$ cat src/rtl/multiplication_seq_bw.sv
// Sequential radix-2 shift-add multiplier with optional signed and saturating modes.
// Result and overflow are registered and presented under a level RD handshake.
module multiplication_seq_bw #(
  parameter int BW     = 16,
  parameter bit SIGNED = 1'b0,
  parameter bit SAT    = 1'b0
) (
  input  logic          CLK,
  input  logic          RST,
  input  logic          ST,
  input  logic [BW-1:0] IN0,
  input  logic [BW-1:0] IN1,
  output logic          RD,
  output logic [BW-1:0] RES,
  output logic          OVF,
  output logic [1:0]    dbg_state
);

  localparam int CW = $clog2(BW + 1);
  // HALF = 2^(BW-1): largest negative magnitude; POS_MAX = 2^(BW-1)-1.
  localparam logic [2*BW-1:0] HALF    = {{BW{1'b0}}, 1'b1, {(BW-1){1'b0}}};
  localparam logic [2*BW-1:0] POS_MAX = HALF - 1'b1;
  localparam logic [BW-1:0]   MAX_BW  = {1'b0, {(BW-1){1'b1}}};
  localparam logic [BW-1:0]   MIN_BW  = {1'b1, {(BW-1){1'b0}}};

  typedef enum logic [1:0] {
    IDLE = 2'd0,
    RUN  = 2'd1,
    DONE = 2'd2
  } state_t;

  state_t          state, state_nx;
  logic [2*BW-1:0] mcand, acc, acc_sum;
  logic [BW-1:0]   mplier, mag0, mag1;
  logic [CW-1:0]   cnt;
  logic            neg, neg_in, last_step;
  logic [BW-1:0]   res_fin;
  logic            ovf_fin;

  assign dbg_state = state;

  // Handshake: RD is a level; RES/OVF are valid exactly while RD=1.
  // A start is accepted only in IDLE or DONE; ST is ignored in RUN.

  always_comb begin
    mag0   = (SIGNED && IN0[BW-1]) ? (~IN0 + BW'(1)) : IN0;
    mag1   = (SIGNED && IN1[BW-1]) ? (~IN1 + BW'(1)) : IN1;
    neg_in = SIGNED && (IN0[BW-1] ^ IN1[BW-1]);
  end

  assign acc_sum   = acc + (mplier[0] ? mcand : '0);
  assign last_step = (cnt == CW'(1));

  always_comb begin
    state_nx = state;
    case (state)
      IDLE, DONE: if (ST) state_nx = RUN;
      RUN:        if (last_step) state_nx = DONE;
      default:    state_nx = IDLE;
    endcase
  end

  // Finalisation works on the product including the last step's addition.
  always_comb begin
    ovf_fin = 1'b0;
    res_fin = acc_sum[BW-1:0];
    if (!SIGNED) begin
      ovf_fin = |acc_sum[2*BW-1:BW];
      if (SAT && ovf_fin) res_fin = '1;
    end else if (!neg) begin
      ovf_fin = (acc_sum > POS_MAX);
      if (SAT && ovf_fin) res_fin = MAX_BW;
    end else begin
      ovf_fin = (acc_sum > HALF);
      res_fin = (SAT && ovf_fin) ? MIN_BW : (~acc_sum[BW-1:0] + BW'(1));
    end
  end

  always_ff @(posedge CLK or posedge RST) begin
    if (RST) begin
      state <= IDLE;
    end else begin
      state <= state_nx;
    end
  end

  always_ff @(posedge CLK or posedge RST) begin
    if (RST) begin
      mcand  <= '0;
      mplier <= '0;
      acc    <= '0;
      cnt    <= '0;
      neg    <= 1'b0;
      RD     <= 1'b0;
      RES    <= '0;
      OVF    <= 1'b0;
    end else begin
      case (state)
        IDLE, DONE: begin
          if (ST) begin
            mcand  <= {{BW{1'b0}}, mag0};
            mplier <= mag1;
            acc    <= '0;
            cnt    <= CW'(BW);
            neg    <= neg_in;
            RD     <= 1'b0;
          end
        end
        RUN: begin
          acc    <= acc_sum;
          mcand  <= mcand << 1;
          mplier <= mplier >> 1;
          cnt    <= cnt - CW'(1);
          if (last_step) begin
            RES <= res_fin;
            OVF <= ovf_fin;
            RD  <= 1'b1;
          end
        end
        default: ;
      endcase
    end
  end

endmodule

$ cat config.mk
export PLATFORM = sky130hd
export DESIGN_NAME = multiplication_seq_bw
export DESIGN_NICKNAME = d
export VERILOG_FILES = /design/src/rtl/multiplication_seq_bw.sv
export SDC_FILE = /design/constraint.sdc
export NUM_CORES = 1
export LEC_CHECK = 0
export ABC_AREA = 1
export CORE_MARGIN = 2
export CORE_UTILIZATION = 45
export DETAILED_ROUTE_END_ITERATION = 10
export PLACE_DENSITY = 0.64
export SYNTH_ARGS = -nofsm -noshare
export SYNTH_HDL_FRONTEND = slang
export SYNTH_SLANG_ARGS = --single-unit
$ cat constraint.sdc
create_clock -name CLK -period 4.6 [get_ports CLK]
set_clock_uncertainty 0.1 [all_clocks]
set_input_delay 0.92 -clock CLK [delete_from_list [all_inputs] [get_ports CLK]]
set_output_delay 0.92 -clock CLK [all_outputs]
set_load 0.1 [all_outputs]
==> results.sh <==
export IMPL_synth_cell_types=31
export IMPL_grt_pass1_wl_mm=29.5
export IMPL_setup_viol=0
export IMPL_vdd_drop_max_v=0.000448
export IMPL_start_kind="flop"
export IMPL_period_needed_ns=3.27
export IMPL_hold_class="reg -> reg"
export IMPL_post_route_util=0.525
export IMPL_numCtsBuffers=9
export IMPL_rsz0062_at_grt="false"
export IMPL_cts_root_buf="clkbuf_16"
export IMPL_drt_wirelength_per_cell_um=14.1
export IMPL_first_pass_iters=5
export IMPL_endpoint_kind="flop"
export IMPL_most_common_layout_cells="nand2_1 (359), inv_1 (185), dfrtp_1 (105)"
export IMPL_r2r_slack_ns=1.33
export IMPL_drc=0
export IMPL_finalCritPeriodShare=0.711
export IMPL_crit_path_top_delay_cell="dfrtp_1"
export IMPL_grt_util_all_layers=0.227
export IMPL_via_per_inst=5.02
export IMPL_num_rows=45
export IMPL_cts_hold_buf=0
export IMPL_overflow=0
export IMPL_cts_max_level=3
export IMPL_yosys_warnings=0
export IMPL_syn_instance_count=1014
export IMPL_leakage_nw=4.36
export IMPL_hp_start="RES[9]"
export IMPL_initialDrtViolationCount=407
export IMPL_io_pins=55
export IMPL_syn_num_nets=1083
export IMPL_max_freq_ghz=0.306
export IMPL_maxCapViolCount=0
export IMPL_syn_area_um2=6900
export IMPL_start_util=0.457
export IMPL_crit_path_end="OVF"
export IMPL_nets=1122
export IMPL_coreArea_um2=15100
export IMPL_cpPeakStageDelay_ns=1.06
export IMPL_dpl_worst_slack_ns=1.32
export IMPL_diodes=0
export IMPL_layout_commonest_cell="nand2_1"
export IMPL_cts_setup_buffers=0
export IMPL_worst_slew_pin_slew_ns=1.12
export IMPL_clkLatencyLatePin_ns=0.36
export IMPL_worstPathCellList="nand2_1 > inv_1 > ha_1 > fa_1 > nand3_1 > nand3_2 > nand2_1 > nand2_1 > nand2_1 > nand2_2 > nand2_1 > nand2_1 > nand2_1 > nand2_1 > nand2_1 > nor2_1 > nand2_1 > nor2_1 > nor2_1"
export IMPL_cts_resized=0
export IMPL_grt_max_degree=114
export IMPL_cts_sinks=105
export IMPL_cp_arrival_ns=3.43
export IMPL_grt_pass1_vias=5952
export IMPL_criticalPathCategory="reg -> reg"
export IMPL_die_area_um2=16300
export IMPL_instances_no_fill=1246
export IMPL_tritoncts="built"
export IMPL_whs_ns=0.389
export IMPL_setup_slack_ns=1.33
export IMPL_place_port_buffers=54
export IMPL_ant_nets=0
export IMPL_drive_gt1_frac=0.0491
export IMPL_syn_to_final_growth_pct=14.8
export IMPL_relSlewSlack=0.254
export IMPL_crit_fanout=33
export IMPL_syn_area_per_cell_um2=6.80
export IMPL_drv_slew=0
export IMPL_synth_seq_cells=105
export IMPL_status="complete, no violations"
export IMPL_crit_top_cell="nand2_1"
export IMPL_fillCellCount=1501
export IMPL_place_inst=1230
export IMPL_clk_pin_slew_worst_paths_ns=0.08
export IMPL_timing_rr_start="mplier[0]"
export IMPL_clockBufferDepth=2
export IMPL_dieWidth_um=128
export IMPL_fp_dieH_um=128
export IMPL_vias=6249
export IMPL_finalHoldViolCount=0
export IMPL_power_density_nw_per_um2=736
export IMPL_gp_congestion=0.903
export IMPL_ff2ff_path_depth=19
export IMPL_synth_yosys_seq_area_share=0.381
export IMPL_finalWirelength_mm=17.5
export IMPL_cp_required_ns=4.76
export IMPL_tns_ns=0
export IMPL_r2r_end="OVF"
export IMPL_hpwl_mm=13.0
export IMPL_crit_start="mplier[0]"
export IMPL_antenna_found_initial=0
-- cells in the mapped netlist (all sizes together) --
cell type / instances / area share
buf: 3 / 0.0020
nand3: 91 / 0.069
o221ai: 12 / 0.015
nand4: 8 / 0.0073
nor3: 3 / 0.0036
inv: 190 / 0.10
o21ai: 52 / 0.038
nand3b: 5 / 0.0060
xnor2: 14 / 0.018
and3: 2 / 0.0018
o22ai: 17 / 0.015
o21bai: 2 / 0.0022
xor2: 2 / 0.0025
nand2: 367 / 0.20
o211ai: 4 / 0.0044
dfrtp: 105 / 0.38
and2: 4 / 0.0036
clkbuf: 29 / 0.016
ha: 33 / 0.060
a21oi: 18 / 0.013
or2: 1 / 0.00091
nor2: 51 / 0.032
fa: 1 / 0.0029
-- routing by layer --
layer	vias up	routed length [um]	global-route usage
met5	-	0	0
li1	3238	-	-
met2	160	7580	0.344
met4	0	205	0.0498
met1	2836	8790	0.343
met3	15	936	0.0367
-- logic make-up after synthesis --
kind of cell    synth area share
compound gates            0.0880
flops                      0.381
buf+inv                    0.121
simple gates               0.327
fa+ha+maj                 0.0628
xor+xnor                  0.0203
-- report_power, final --
group / switching, W / internal (W) / total [W]
sequential: 0.000305 / 0.00136 / 0.00166
clock: 0.000398 / 0.000399 / 0.000797
combinational: 0.00231 / 0.00106 / 0.00337
-- sequential cells by signal (all words and copies together) (netlist names) --
name / count
RES: 16
acc: 32
cnt: 5
dbg_state: 2
OVF: 1
RD: 1
mplier: 16
mcand: 32
-- layout make-up --
type	instances	area (um^2)	area share
Clock buffer	10	239	0.0302
Clock inverter	6	67.6	0.00853
Inverter	190	716	0.0904
Multi-Input combinational cell	687	3440	0.434
Sequential cell	105	2630	0.332
Tap cell	188	235	0.0297
Timing Repair Buffer	60	598	0.0755
-- metrics by stage --
step	cell area, um^2	power (W)
after floorplan	6900	0.00416
after global placement	7610	0.00500
after detailed placement	7610	0.00503
after CTS	7920	0.00584
after global routing	7920	0.00634
final	7920	0.00583
-- worst min path at each step --
| stage | endpoint | slack, ns | cells past startpoint |
|---|---|---|---|
| 2_1_floorplan | mplier[1] | 0.37 | 2 |
| 3_3_place_gp | RES[1] | 0.37 | 2 |
| 3_5_place_dp | RD | 0.37 | 2 |
| 4_1_cts | RES[2] | 0.39 | 2 |
| 5_1_grt | RES[2] | 0.41 | 2 |
| 6_report | RES[9] | 0.39 | 2 |
-- worst max-delay path, delay by kind of cell, from the launching register on --
family	cells	cell delay (ns)
and+or+nand+nor	16	1.38
buffers and inverters	1	0.09
adders and majority gates	2	0.55
DFF	1	1.06
No activity file was read; power rests on OpenSTA's default activity.
